--- config.mk ---
export PLATFORM = sky130hd
export DESIGN_NAME = sdram_arbiter
export DESIGN_NICKNAME = d
export VERILOG_FILES = /design/src/rtl/sdram_arbiter.sv
export SDC_FILE = /design/constraint.sdc
export NUM_CORES = 1
export LEC_CHECK = 0
export CORE_ASPECT_RATIO = 1.1
export CORE_UTILIZATION = 55
export DETAILED_ROUTE_END_ITERATION = 12
export DONT_BUFFER_PORTS = 1
export PLACE_DENSITY = 0.7
export SLEW_MARGIN = 10
export SYNTH_ARGS = -nofsm -noshare
export SYNTH_HDL_FRONTEND = slang
export SYNTH_SLANG_ARGS = --single-unit
--- constraint.sdc ---
create_clock -name clk_mem -period 3.61 [get_ports clk_mem]
set_input_delay 0.722 -clock clk_mem [delete_from_list [all_inputs] [get_ports clk_mem]]
set_output_delay 0.722 -clock clk_mem [all_outputs]
set_load 0.02 [all_outputs]
--- src/rtl/sdram_arbiter.sv ---
// Two-requester front end for the SDRAM controller command port: video bursts
// have priority, host single-word access is protected by a streak limit.
module sdram_arbiter #(
    parameter int ADDR_WIDTH       = 22,
    parameter int DATA_WIDTH       = 16,
    parameter int BURST_LEN        = 8,
    parameter int MAX_VIDEO_STREAK = 4
) (
    input  logic                  clk_mem,
    input  logic                  reset,
    input  logic                  video_req,
    input  logic [ADDR_WIDTH-1:0] video_addr,
    output logic                  video_ack,
    output logic [DATA_WIDTH-1:0] video_rdata,
    output logic                  video_rvalid,
    input  logic                  host_req,
    input  logic                  host_we,
    input  logic [ADDR_WIDTH-1:0] host_addr,
    input  logic [DATA_WIDTH-1:0] host_wdata,
    output logic                  host_ack,
    output logic [DATA_WIDTH-1:0] host_rdata,
    output logic                  host_rvalid,
    output logic                  mem_cmd_valid,
    input  logic                  mem_cmd_ready,
    output logic                  mem_cmd_we,
    output logic [ADDR_WIDTH-1:0] mem_cmd_addr,
    output logic [8:0]            mem_cmd_len,
    output logic [DATA_WIDTH-1:0] mem_wdata,
    input  logic [DATA_WIDTH-1:0] mem_rdata,
    input  logic                  mem_rvalid,
    output logic                  protocol_err
);

    // state | meaning
    // IDLE  | arbitrate; requests are only sampled here
    // CMD   | captured command presented until the controller takes it
    // DATA  | forwarding read beats to the owner until the count expires
    typedef enum logic [1:0] {IDLE, CMD, DATA} state_t;

    localparam logic [8:0] BURST_LEN_W = 9'(BURST_LEN);
    localparam logic [3:0] STREAK_MAX  = 4'(MAX_VIDEO_STREAK);

    state_t     state, state_nxt;
    logic       owner_host;
    logic [8:0] beats;
    logic [3:0] streak;
    logic       host_win, video_win, accept, beat_in, last_beat;

    always_comb begin
        host_win  = host_req && (!video_req || streak == STREAK_MAX);
        video_win = video_req && !host_win;
        accept    = (state == CMD) && mem_cmd_ready;
        beat_in   = (state == DATA) && mem_rvalid;
        last_beat = beat_in && (beats == 9'd1);
    end

    always_comb begin
        state_nxt = state;
        case (state)
            IDLE: if (host_win || video_win) state_nxt = CMD;
            CMD:  if (accept) state_nxt = mem_cmd_we ? IDLE : DATA;
            DATA: if (last_beat) state_nxt = IDLE;
            default: state_nxt = IDLE;
        endcase
    end

    always_ff @(posedge clk_mem or posedge reset) begin
        if (reset) state <= IDLE;
        else       state <= state_nxt;
    end

    assign mem_cmd_valid = (state == CMD);
    assign video_ack     = accept && !owner_host;
    assign host_ack      = accept && owner_host;

    // Command capture and streak tracking happen only while arbitrating.
    always_ff @(posedge clk_mem or posedge reset) begin
        if (reset) begin
            owner_host   <= 1'b0;
            mem_cmd_we   <= 1'b0;
            mem_cmd_addr <= '0;
            mem_cmd_len  <= '0;
            mem_wdata    <= '0;
            streak       <= '0;
        end else if (state == IDLE) begin
            if (host_win) begin
                owner_host   <= 1'b1;
                mem_cmd_we   <= host_we;
                mem_cmd_addr <= host_addr;
                mem_cmd_len  <= 9'd1;
                mem_wdata    <= host_wdata;
            end else if (video_win) begin
                owner_host   <= 1'b0;
                mem_cmd_we   <= 1'b0;
                mem_cmd_addr <= video_addr;
                mem_cmd_len  <= BURST_LEN_W;
            end
            if (!host_req || host_win)
                streak <= '0;
            else if (video_win && streak != STREAK_MAX)
                streak <= streak + 4'd1;
        end
    end

    // Read return path: one register stage, steered by the captured owner.
    always_ff @(posedge clk_mem or posedge reset) begin
        if (reset) begin
            beats        <= '0;
            video_rvalid <= 1'b0;
            video_rdata  <= '0;
            host_rvalid  <= 1'b0;
            host_rdata   <= '0;
            protocol_err <= 1'b0;
        end else begin
            if (accept)
                beats <= mem_cmd_len;
            else if (beat_in)
                beats <= beats - 9'd1;
            video_rvalid <= beat_in && !owner_host;
            host_rvalid  <= beat_in && owner_host;
            if (beat_in && !owner_host) video_rdata <= mem_rdata;
            if (beat_in && owner_host)  host_rdata  <= mem_rdata;
            if (mem_rvalid && state != DATA)
                protocol_err <= 1'b1;
        end
    end

endmodule

==> flow_summary.toml <==
[route]
vias_per_cell = 6.25
postRouteAntennaNets = 0
dr.pass1.iters = 10
vias = 2651
drtIter0Drc = 156
drc = 16
avgRoutedWirePerCell_um = 21.1
wirelength_um = 8930

[yosys]
synth-warning-count = 0
ys_ff_latch = 91
synth_cell_type_count = 49
synthArstFlopShare = 1.00
avgSynthCellArea_um2 = 12.1
ys.flop_type = "dfrtp_1"
syn-instance-count = 344
yosysSeqAreaShare = 0.547
synth_area_um2 = 4160
synth_edf_count = 0

[clock_tree]
clockBufferDepth = 2
clkLatencyLatePin_ns = 0.34
clock-sinks = 91
htreeDepth = 3
ctsHoldBuffers = 0
cts_buffers = 9
cts_root_buf = "clkbuf_8"
clkTransAtPathRegs_ns = 0.09
tritoncts = "yes"
cts-resized-gates = 0
post_cts_buffers = 0

[cells_and_area]
area_growth_pct = 4.69
multi_input_area_um2 = 1630
drive_gt1_frac = 0.233
fin_util = 0.608
fin_nets = 422
diodes = 0
layout_commonest_cell = "dfrtp_1"
final_cell_mix = "dfrtp_1, mux2_2, inv_1"
fillCellCount = 593
regArea_um2 = 2280

[global_routing]
grt_max_degree = 47
use_met1 = 0.267
grt_pass1_vias = 2747
antenna_found_initial = 0
grt_util_met2 = 0.394
grt.met3_usage = 0.0768
overflow = 0
grt_busiest_layer = "met2"
grt_usage = 0.231
grt_first_pass_wirelength_um = 14000

[power_and_ir_drop]
internal_power_mw = 2.36
p_comb_frac = 0.258
p_seq_frac = 0.580
p_switching_mw = 1.76
clkPwrFrac = 0.162
p_leak_nw = 1.94
p_per_area_nw_per_um2 = 947
switching_share = 0.427
ir_drop_uv = 422

[setup_path]
cp_slowest_stage_delay_ns = 0.57
crit_fanout = 14
crit_slowest_cell = "dfrtp_1"
path_cells = "nand3b_1 -> nor2_1"
setup.worst_path.class = "reg -> out"
crit_buf_inv = 0
worst_setup_path_start_kind = "register"
end_kind = "primary output"
crit_arrival_ns = 1.73
crit_required_ns = 2.89
worst_path_dominant_cell_family = "simple AND/OR/NAND/NOR gates"

[min_path]
hold_path_class = "in -> async"

[sta]
tns_ns = 0
drv_slew = 0
maxSlewHeadroom = 0.413
rsz0062_at_grt = "false"
final_hold_viol_count = 0
worst_pin_slew_ns = 0.880
max_freq_ghz = 0.408
finalCritPeriodShare = 0.678
fin_hold_ws_ns = 0.384
final-setup-viol-count = 0
final.min_clock_period_ns = 2.45
fin_worst_skew_ns = 0.00475

[floorplanning]
core_area_um2 = 7170
rows = 32
die_y_um = 93.2
die-area_um2 = 7920
ioPinCount = 169
die_x_um = 84.9
initial_core_util = 0.580

[placement]
gp_congestion = 0.759
port_buffers = 0
dp_hpwl_um = 6360

[status]
status = "finished with violations"
violations = "DRC"

[job]
drv_cap = 0
registers in the layout (all words and copies together) (netlist names):
register      cells
mem_cmd_addr     22
host_rdata       16
mem_wdata        16
video_rdata      16
beats             9
streak            4
mem_cmd_len       2
state             2
host_rvalid       1
mem_cmd_we        1
protocol_err      1
video_rvalid      1
cells by family (layout without fill, tap and decap cells):
group / count (synthesis) / in the layout / share of synthesized area
compound gates: 44 / 44 / 0.0815
xor+xnor: 1 / 1 / 0.00211
fa+ha+maj: 4 / 4 / 0.0120
buf+inv: 57 / 46 / 0.0680
flops: 91 / 91 / 0.547
mux: 53 / 53 / 0.150
other cells: 1 / 7 / 0.000901
simple gates: 93 / 93 / 0.138
final timing paths:
check,to,depth (start not counted),slack [ns],from
max,video_ack,2,1.16,state[1]
min,mem_wdata[1],1,0.38,reset
max reg2reg,video_rdata[9],3,1.39,state[1]
min reg2reg,beats[5],1,0.49,beats[5]
max in group asynchronous,streak[2],2,2.53,reset
min in group clk_mem,state[0],1,0.48,mem_cmd_ready
Yosys cell counts, types with 4 or more instances:
library cell,instances,area [um2]
nor2_1,4,15.0
nand2b_1,6,37.5
inv_1,26,97.6
nand4_1,19,119
clkbuf_1,10,37.5
dfrtp_1,91,2280
mux2_2,39,439
mux2_4,9,135
buf_2,7,35.0
ha_1,4,50.1
buf_4,9,67.6
nand2_1,10,37.5
o221ai_1,20,175
a21oi_1,6,30.0
nand3_1,22,110
o21ai_0,4,20.0
mux2i_1,5,50.1
through the flow:
step / worst slack, ns / power, mW / instance area [um2] / std cells
after detailed placement: 1.31 / 3.49 / 4170 / 409
after CTS: 1.13 / 4.17 / 4360 / 424
after global routing: 1.02 / 4.38 / 4360 / 424
after global placement: 1.37 / 3.42 / 4170 / 409
after floorplan: 0.524 / 3.23 / 4180 / 350
final: 1.16 / 4.13 / 4360 / 424
power by group through the flow:
stage	Combinational [mW]	Sequential (mW)	Clock (mW)
global route	1.19	2.46	0.729
floorplan	0.984	2.25	0
detailed placement	1.07	2.42	0
global placement	1.02	2.40	0
finish	1.06	2.39	0.668
CTS	1.07	2.40	0.688
routing by layer:
metal / routed length (um) / part of all wire
met1: 3360 / 0.38
met2: 4530 / 0.51
met3: 908 / 0.10
met4: 133 / 0.015
met5: 0 / 0
layout make-up:
cell class,count,area share
Inverter,26,0.0227
Clock buffer,9,0.0284
Multi-Input combinational cell,202,0.375
Clock inverter,6,0.0149
Sequential cell,91,0.523
Timing Repair Buffer,5,0.0115
Tap cell,85,0.0244
(Power assumes the default switching activity.)
